`src/rtl/pe_mac_drain_if.sv`:
```
// Signal bundle for one systolic PE: operand forwarding, accumulator control,
// result drain chain and status flags.
interface pe_mac_drain_if #(
  parameter int DWIDTH = 16,
  parameter int AWIDTH = 40
);
  logic [DWIDTH-1:0] west_data;
  logic              west_valid;
  logic              west_last;
  logic [DWIDTH-1:0] north_data;
  logic              north_valid;
  logic [DWIDTH-1:0] east_data;
  logic              east_valid;
  logic              east_last;
  logic [DWIDTH-1:0] south_data;
  logic              south_valid;
  logic              acc_clr;
  logic [AWIDTH-1:0] drain_in_data;
  logic              drain_in_valid;
  logic              drain_in_last;
  logic              drain_in_ready;
  logic [AWIDTH-1:0] drain_out_data;
  logic              drain_out_valid;
  logic              drain_out_last;
  logic              drain_out_ready;
  logic              sat_flag;
  logic              ovr_err;

  modport slave (
    input  west_data, west_valid, west_last, north_data, north_valid, acc_clr,
           drain_in_data, drain_in_valid, drain_in_last, drain_out_ready,
    output east_data, east_valid, east_last, south_data, south_valid,
           drain_in_ready, drain_out_data, drain_out_valid, drain_out_last,
           sat_flag, ovr_err
  );

  modport master (
    output west_data, west_valid, west_last, north_data, north_valid, acc_clr,
           drain_in_data, drain_in_valid, drain_in_last, drain_out_ready,
    input  east_data, east_valid, east_last, south_data, south_valid,
           drain_in_ready, drain_out_data, drain_out_valid, drain_out_last,
           sat_flag, ovr_err
  );
endinterface

```
`src/rtl/pe_mac_drain.sv`:
```
// Systolic-array PE: forwards operands east/south, accumulates products per tile,
// and drains each finished tile result down a shared valid/ready column chain.
module pe_mac_drain #(
  parameter int DWIDTH    = 16,
  parameter int AWIDTH    = 40,
  parameter int SIGNED    = 1,
  parameter int SATURATE  = 1,
  parameter int PIPE_MULT = 1,
  parameter int CHAIN_TOP = 0
) (
  input  logic            clk,
  input  logic            rst,
  pe_mac_drain_if.slave   bus
);

  typedef enum logic [1:0] {IDLE, OWN, PASS} drain_state_t;

  localparam logic [AWIDTH-1:0] SMAX = {1'b0, {(AWIDTH-1){1'b1}}};
  localparam logic [AWIDTH-1:0] SMIN = {1'b1, {(AWIDTH-1){1'b0}}};

  function automatic logic [AWIDTH-1:0] ext_product(input logic [DWIDTH-1:0] a,
                                                    input logic [DWIDTH-1:0] b);
    logic signed [2*DWIDTH-1:0] sa, sb, sp;
    logic        [2*DWIDTH-1:0] ua, ub, up;
    sa = {{DWIDTH{a[DWIDTH-1]}}, a};
    sb = {{DWIDTH{b[DWIDTH-1]}}, b};
    sp = sa * sb;
    ua = {{DWIDTH{1'b0}}, a};
    ub = {{DWIDTH{1'b0}}, b};
    up = ua * ub;
    if (SIGNED != 0) return AWIDTH'(sp);
    else             return AWIDTH'(up);
  endfunction

  // Returns {overflow, result}; result is clamped when saturation is enabled.
  function automatic logic [AWIDTH:0] sat_add(input logic [AWIDTH-1:0] a,
                                              input logic [AWIDTH-1:0] b);
    logic signed [AWIDTH:0] ext;
    logic                   ovf;
    logic [AWIDTH-1:0]      res;
    if (SIGNED != 0) begin
      ext = $signed({a[AWIDTH-1], a}) + $signed({b[AWIDTH-1], b});
      ovf = ext[AWIDTH] ^ ext[AWIDTH-1];
    end else begin
      ext = $signed({1'b0, a} + {1'b0, b});
      ovf = ext[AWIDTH];
    end
    res = ext[AWIDTH-1:0];
    if (ovf && (SATURATE != 0)) begin
      if (SIGNED != 0) res = ext[AWIDTH] ? SMIN : SMAX;
      else             res = '1;
    end
    return {ovf, res};
  endfunction

  // Stage p0: operand forwarding and product formation
  logic              fire_p0;
  logic [AWIDTH-1:0] prod_p0;

  assign fire_p0 = bus.west_valid & bus.north_valid;
  assign prod_p0 = ext_product(bus.west_data, bus.north_data);

  always_ff @(posedge clk or posedge rst) begin
    if (rst) begin
      bus.east_data   <= '0;
      bus.east_valid  <= 1'b0;
      bus.east_last   <= 1'b0;
      bus.south_data  <= '0;
      bus.south_valid <= 1'b0;
    end else begin
      bus.east_data   <= bus.west_data;
      bus.east_valid  <= bus.west_valid;
      bus.east_last   <= bus.west_last;
      bus.south_data  <= bus.north_data;
      bus.south_valid <= bus.north_valid;
    end
  end

  // Stage p1: registered product (bypassed when PIPE_MULT is 0)
  logic [AWIDTH-1:0] prod_p1;
  logic              vld_p1;
  logic              last_p1;

  always_ff @(posedge clk or posedge rst) begin
    if (rst) begin
      prod_p1 <= '0;
      vld_p1  <= 1'b0;
      last_p1 <= 1'b0;
    end else begin
      prod_p1 <= prod_p0;
      vld_p1  <= fire_p0 & ~bus.acc_clr;
      last_p1 <= fire_p0 & bus.west_last & ~bus.acc_clr;
    end
  end

  logic [AWIDTH-1:0] add_prod;
  logic              add_vld;
  logic              add_last;

  assign add_prod = (PIPE_MULT != 0) ? prod_p1 : prod_p0;
  assign add_vld  = (PIPE_MULT != 0) ? vld_p1  : fire_p0;
  assign add_last = (PIPE_MULT != 0) ? last_p1 : bus.west_last;

  // Stage p2: accumulate, tile completion and result drain
  logic [AWIDTH-1:0] acc_p2;
  logic [AWIDTH-1:0] res_p2;
  logic [AWIDTH:0]   sum_ext;
  logic              sat_p2;
  logic              ovr_p2;
  logic              cmpl;
  logic              drain_done;
  logic              load_ok;
  drain_state_t      state;

  assign sum_ext = sat_add(acc_p2, add_prod);
  assign cmpl    = add_vld & add_last & ~bus.acc_clr;

  always_ff @(posedge clk or posedge rst) begin
    if (rst) begin
      acc_p2 <= '0;
      sat_p2 <= 1'b0;
    end else if (bus.acc_clr) begin
      acc_p2 <= '0;
      sat_p2 <= 1'b0;
    end else if (add_vld) begin
      acc_p2 <= add_last ? '0 : sum_ext[AWIDTH-1:0];
      if (sum_ext[AWIDTH]) sat_p2 <= 1'b1;
    end
  end

  // A finishing transfer frees the output register on the same edge a new result lands.
  assign drain_done = ((state == OWN) && bus.drain_out_ready && (CHAIN_TOP != 0)) ||
                      ((state == PASS) && bus.drain_in_valid && bus.drain_out_ready &&
                       bus.drain_in_last);
  assign load_ok    = (state == IDLE) || drain_done;

  always_ff @(posedge clk or posedge rst) begin
    if (rst) begin
      state  <= IDLE;
      res_p2 <= '0;
      ovr_p2 <= 1'b0;
    end else if (cmpl && load_ok) begin
      res_p2 <= sum_ext[AWIDTH-1:0];
      state  <= OWN;
    end else begin
      if (cmpl) ovr_p2 <= 1'b1;
      case (state)
        OWN:     if (bus.drain_out_ready) state <= (CHAIN_TOP != 0) ? IDLE : PASS;
        PASS:    if (drain_done) state <= IDLE;
        default: ;
      endcase
    end
  end

  always_comb begin
    bus.drain_out_data  = '0;
    bus.drain_out_valid = 1'b0;
    bus.drain_out_last  = 1'b0;
    bus.drain_in_ready  = 1'b0;
    case (state)
      OWN: begin
        bus.drain_out_data  = res_p2;
        bus.drain_out_valid = 1'b1;
        bus.drain_out_last  = (CHAIN_TOP != 0);
      end
      PASS: begin
        bus.drain_out_data  = bus.drain_in_data;
        bus.drain_out_valid = bus.drain_in_valid;
        bus.drain_out_last  = bus.drain_in_last;
        bus.drain_in_ready  = bus.drain_out_ready;
      end
      default: ;
    endcase
  end

  assign bus.sat_flag = sat_p2;
  assign bus.ovr_err  = ovr_p2;

endmodule
```
`src/flat_wrapper.sv`:
```
// flat-port wrapper written by rule: the top's interface ports become plain ports
module pe_mac_drain_flat 
#(
  parameter int DWIDTH    = 16,
  parameter int AWIDTH    = 40,
  parameter int SIGNED    = 1,
  parameter int SATURATE  = 1,
  parameter int PIPE_MULT = 1,
  parameter int CHAIN_TOP = 0
)
  (clk, rst, bus_west_data, bus_west_valid, bus_west_last, bus_north_data, bus_north_valid, bus_acc_clr, bus_drain_in_data, bus_drain_in_valid, bus_drain_in_last, bus_drain_out_ready, bus_east_data, bus_east_valid, bus_east_last, bus_south_data, bus_south_valid, bus_drain_in_ready, bus_drain_out_data, bus_drain_out_valid, bus_drain_out_last, bus_sat_flag, bus_ovr_err);
  pe_mac_drain_if #(.DWIDTH(DWIDTH), .AWIDTH(AWIDTH)) bus_i ();
  input  logic clk;
  input  logic rst;
  input wire logic [$bits(bus_i.west_data)-1:0] bus_west_data;
  input wire logic [$bits(bus_i.west_valid)-1:0] bus_west_valid;
  input wire logic [$bits(bus_i.west_last)-1:0] bus_west_last;
  input wire logic [$bits(bus_i.north_data)-1:0] bus_north_data;
  input wire logic [$bits(bus_i.north_valid)-1:0] bus_north_valid;
  input wire logic [$bits(bus_i.acc_clr)-1:0] bus_acc_clr;
  input wire logic [$bits(bus_i.drain_in_data)-1:0] bus_drain_in_data;
  input wire logic [$bits(bus_i.drain_in_valid)-1:0] bus_drain_in_valid;
  input wire logic [$bits(bus_i.drain_in_last)-1:0] bus_drain_in_last;
  input wire logic [$bits(bus_i.drain_out_ready)-1:0] bus_drain_out_ready;
  output wire logic [$bits(bus_i.east_data)-1:0] bus_east_data;
  output wire logic [$bits(bus_i.east_valid)-1:0] bus_east_valid;
  output wire logic [$bits(bus_i.east_last)-1:0] bus_east_last;
  output wire logic [$bits(bus_i.south_data)-1:0] bus_south_data;
  output wire logic [$bits(bus_i.south_valid)-1:0] bus_south_valid;
  output wire logic [$bits(bus_i.drain_in_ready)-1:0] bus_drain_in_ready;
  output wire logic [$bits(bus_i.drain_out_data)-1:0] bus_drain_out_data;
  output wire logic [$bits(bus_i.drain_out_valid)-1:0] bus_drain_out_valid;
  output wire logic [$bits(bus_i.drain_out_last)-1:0] bus_drain_out_last;
  output wire logic [$bits(bus_i.sat_flag)-1:0] bus_sat_flag;
  output wire logic [$bits(bus_i.ovr_err)-1:0] bus_ovr_err;
  assign bus_i.west_data = bus_west_data;
  assign bus_i.west_valid = bus_west_valid;
  assign bus_i.west_last = bus_west_last;
  assign bus_i.north_data = bus_north_data;
  assign bus_i.north_valid = bus_north_valid;
  assign bus_i.acc_clr = bus_acc_clr;
  assign bus_i.drain_in_data = bus_drain_in_data;
  assign bus_i.drain_in_valid = bus_drain_in_valid;
  assign bus_i.drain_in_last = bus_drain_in_last;
  assign bus_i.drain_out_ready = bus_drain_out_ready;
  assign bus_east_data = bus_i.east_data;
  assign bus_east_valid = bus_i.east_valid;
  assign bus_east_last = bus_i.east_last;
  assign bus_south_data = bus_i.south_data;
  assign bus_south_valid = bus_i.south_valid;
  assign bus_drain_in_ready = bus_i.drain_in_ready;
  assign bus_drain_out_data = bus_i.drain_out_data;
  assign bus_drain_out_valid = bus_i.drain_out_valid;
  assign bus_drain_out_last = bus_i.drain_out_last;
  assign bus_sat_flag = bus_i.sat_flag;
  assign bus_ovr_err = bus_i.ovr_err;
  pe_mac_drain #(.DWIDTH(DWIDTH), .AWIDTH(AWIDTH), .SIGNED(SIGNED), .SATURATE(SATURATE), .PIPE_MULT(PIPE_MULT), .CHAIN_TOP(CHAIN_TOP)) u_core (.clk(clk), .rst(rst), .bus(bus_i));
endmodule
```
`config.mk`:
```
export PLATFORM = sky130hd
export DESIGN_NAME = pe_mac_drain_flat
export DESIGN_NICKNAME = d
export VERILOG_FILES = /design/src/rtl/pe_mac_drain_if.sv /design/src/rtl/pe_mac_drain.sv /design/src/flat_wrapper.sv
export SDC_FILE = /design/constraint.sdc
export NUM_CORES = 1
export LEC_CHECK = 0
export CORE_UTILIZATION = 40
export DETAILED_ROUTE_END_ITERATION = 8
export GPL_TIMING_DRIVEN = 0
export PLACE_DENSITY = 0.7
export SYNTH_ARGS = -nofsm -noshare
export SYNTH_HDL_FRONTEND = slang
export SYNTH_SLANG_ARGS = --single-unit
```
`constraint.sdc`:
```
create_clock -name clk -period 9.2 [get_ports clk]
set_clock_uncertainty 0.15 [all_clocks]
set_input_delay 0.92 -clock clk [delete_from_list [all_inputs] [get_ports clk]]
set_output_delay 0.92 -clock clk [all_outputs]
set_load 0.01 [all_outputs]
```
==> results.json <==
{
  "seqPwrFrac": 0.110,
  "n_fill_cell": 4012,
  "drc_errors": 0,
  "synthArstFlopShare": 1.00,
  "clkLatencyLatePin_ns": 0.45,
  "pwr-share-clk": 0.079,
  "startpoint_type": "input pin",
  "rrSetupSlack_ns": 5.13,
  "cts_root_buf": "clkbuf_16",
  "area_growth_syn_to_layout_pct": 16.6,
  "synth_most_common_cell": "inv_1",
  "yosysTopAreaCellShare": 0.296,
  "yosysSeqAreaShare": 0.216,
  "cts_tree": "done",
  "post-dp-hpwl_um": 37500,
  "detailedPlace.worstSlack_ns": 0.726,
  "synth.area.top_cells": "fa_1, dfrtp_1, ha_1, inv_1, and2_1",
  "critPathLaunch": "bus_west_data[8]",
  "ys_ff_latch": 153,
  "yosysTopAreaCell": "fa_1",
  "path_cells": "clkdlybuf4s50_1 > clkbuf_1 > nand2_1 > fa_1 > inv_1 > fa_1 > fa_1 > fa_1 > fa_1 > inv_1 > fa_1 > inv_1 > ha_1 > a21oi_1 > o21bai_1 > a2111oi_0 > nor4_1 > o31ai_2 > a21oi_1 > and4_1 > a2111oi_4 > a21oi_1 > xnor2_1",
  "cts_made_buffers": 17,
  "dp.cells": 2572,
  "period_share": 0.886,
  "core_sq_mm": 0.0435,
  "drive_gt1_frac": 0.0436,
  "maxSlewViolCount": 0,
  "antennaDiodeCount": 0,
  "max-cap-violations": 0,
  "p_switching_mw": 4.42,
  "timing_hold_violations_final": 0,
  "synthesis.area_sq_mm": 0.0178,
  "fin_cells": 2603,
  "htreeDepth": 4,
  "fin_ws_ns": 1.05,
  "max_freq_mhz": 123,
  "numPortBuffers": 160,
  "status": "finished clean",
  "die_area_sq_mm": 0.0453,
  "critPathSlowestCell": "clkdlybuf4s50_1",
  "overflow": 0,
  "cts_sinks": 153,
  "antenna_left": 0,
  "gp_congestion": 0.952,
  "grt_max_degree": 82,
  "arrival_ns": 8.33,
  "synth_edf_count": 0,
  "dieWidth_um": 213,
  "tightest_slew_ns": 0.792,
  "crit_top_cell": "fa_1",
  "postCtsHoldBufs": 0,
  "rr_startpoint": "u_core.add_prod[0]",
  "syn_nets": 2295,
  "grt_pass1_vias": 14100,
  "syn_inst": 1826,
  "critPathKind": "input pin to flop",
  "critPathTopFamily": "adder cells",
  "finalSetupViolCount": 0,
  "die_h_um": 213,
  "cp_max_fo": 10,
  "wire_per_inst_um": 17.6,
  "hp-class": "flop to flop",
  "ios": 161,
  "combPwrFrac": 0.811,
  "postCtsResizedCells": 0,
  "antenna_found_initial": 1,
  "crit_end": "u_core.add_prod[31]",
  "rr_worst_depth": 14,
  "synth_warnings": 0,
  "grt_pass1_wl_um": 74600,
  "drt_iter0_drc": 856,
  "clkSlewWorstSetupHoldPaths_ns": 0.07,
  "vias": 13400,
  "period_minus_slack_ns": 8.15,
  "irDropWorstVdd_uv": 391,
  "crit_path_max_incr_delay_ns": 0.75,
  "worst-path-stages": 23,
  "p_int_mw": 4.66,
  "synth_cell_type_count": 78,
  "via_per_inst": 5.16,
  "cp-end-kind": "flop",
  "fin_setup_tns_ns": 0,
  "synthTopCellsByCount": "inv_1, fa_1, nand2_1",
  "final_nets": 2475,
  "reg2reg_to": "u_core.res_p2[19]",
  "rsz0062_at_grt": "false",
  "syn_area_per_cell_sq_um": 9.73,
  "swShare": 0.487,
  "drt_wl_total_um": 45900,
  "relSlewSlack": 0.472,
  "grt_use_total": 0.212,
  "dr.pass1.iters": 5,
  "floorplan.rows": 76,
  "cts_max_path_buffers": 2,
  "leakagePower_nw": 9.80,
  "dominantRegCellSynth": "dfrtp_1",
  "critPathBufInv": 5,
  "start_util": 0.409,
  "post_cts_buffers": 0,
  "worstPathRequired_ns": 9.38,
  "p_per_area_mw_per_mm2": 438,
  "holdPathStages": 1
}
==> area by class of cell <==
cell class	instances	area, sq um	share of cell area
Multi-Input combinational cell	1300	12500	0.604
Sequential cell	153	3830	0.185
Timing Repair Buffer	161	1630	0.0786
Inverter	297	1120	0.0541
Tap cell	585	732	0.0353
Clock buffer	20	447	0.0216
Buffer	76	305	0.0147
Clock inverter	11	136	0.00658
==> cell families (layout without fill, tap and decap cells) <==
family / count (synthesis) / in the layout / synth area share
buffers and inverters: 373 / 565 / 0.0799
xor gates and xnor gates: 74 / 74 / 0.0369
AOI/OAI and AO/OA: 329 / 329 / 0.138
and+or+nand+nor: 507 / 507 / 0.144
muxes: 2 / 2 / 0.00127
DFF: 153 / 153 / 0.216
adders and majority gates: 388 / 388 / 0.384
==> routing by layer <==
layer,global-route usage,vias up,part of all wire
met2,0.349,488,0.46
met1,0.291,6627,0.45
met5,0,-,0
li1,-,6258,-
met3,0.0322,62,0.064
met4,0.0598,0,0.021
==> power groups by stage <==
stage / logic [mW] / clock network [mW] / registers, mW
floorplan: 5.78 / 0 / 0.985
global placement: 7.17 / 0 / 1.01
detailed placement: 7.36 / 0 / 1.01
CTS: 7.41 / 0.735 / 1.00
global route: 8.35 / 0.759 / 1.01
finish: 7.36 / 0.717 / 1.00
==> state kept, by name, indices dropped and copies added (netlist names), 2 cells and up <==
name and cells:
u_core.add_prod 32, u_core.state 2, u_core.bus.east_data 16, u_core.acc_p2 40
u_core.res_p2 40, u_core.bus.south_data 16
==> placed cells by master, fill, tap and decap left out, types with 10 or more instances in the layout <==
master	synthesis	final
a22o_1	34	34
nand3_1	11	11
a221o_1	12	12
inv_1	297	296
ha_1	125	125
nand4_1	13	13
o221ai_2	10	10
nor2_1	52	52
xnor2_1	48	48
dfrtp_1	153	153
a21o_1	27	27
o21ai_0	40	40
nand2_1	201	201
clkbuf_16	0	17
xor2_1	25	25
a21oi_1	63	63
nor2b_1	49	49
o21ai_1	21	21
fa_1	263	263
a22oi_1	42	42
clkdlybuf4s50_1	0	160
and2_1	131	131
nand2b_1	11	11
clkbuf_1	65	67
==> metrics by stage <==
step | hold WS [ns] | total power [mW] | cell area [sq um] | utilization
CTS | 0.345 | 9.14 | 20700 | 0.477
finish | 0.342 | 9.08 | 20700 | 0.477
global placement | 0.299 | 8.18 | 20100 | 0.462
global route | 0.359 | 10.1 | 20700 | 0.477
detailed placement | 0.331 | 8.37 | 20100 | 0.463
floorplan | 0.301 | 6.76 | 17800 | -
==> worst min-delay path by stage <==
stage / from / end / slack [ns]
after floorplan: u_core.res_p2[39] / u_core.res_p2[39] / 0.30
after global placement: u_core.bus.ovr_err / u_core.bus.ovr_err / 0.30
after detailed placement: u_core.bus.ovr_err / u_core.bus.ovr_err / 0.33
after CTS: u_core.bus.ovr_err / u_core.bus.ovr_err / 0.35
after global routing: u_core.bus.ovr_err / u_core.bus.ovr_err / 0.36
final: u_core.bus.ovr_err / u_core.bus.ovr_err / 0.34
(Power assumes the default switching activity.)
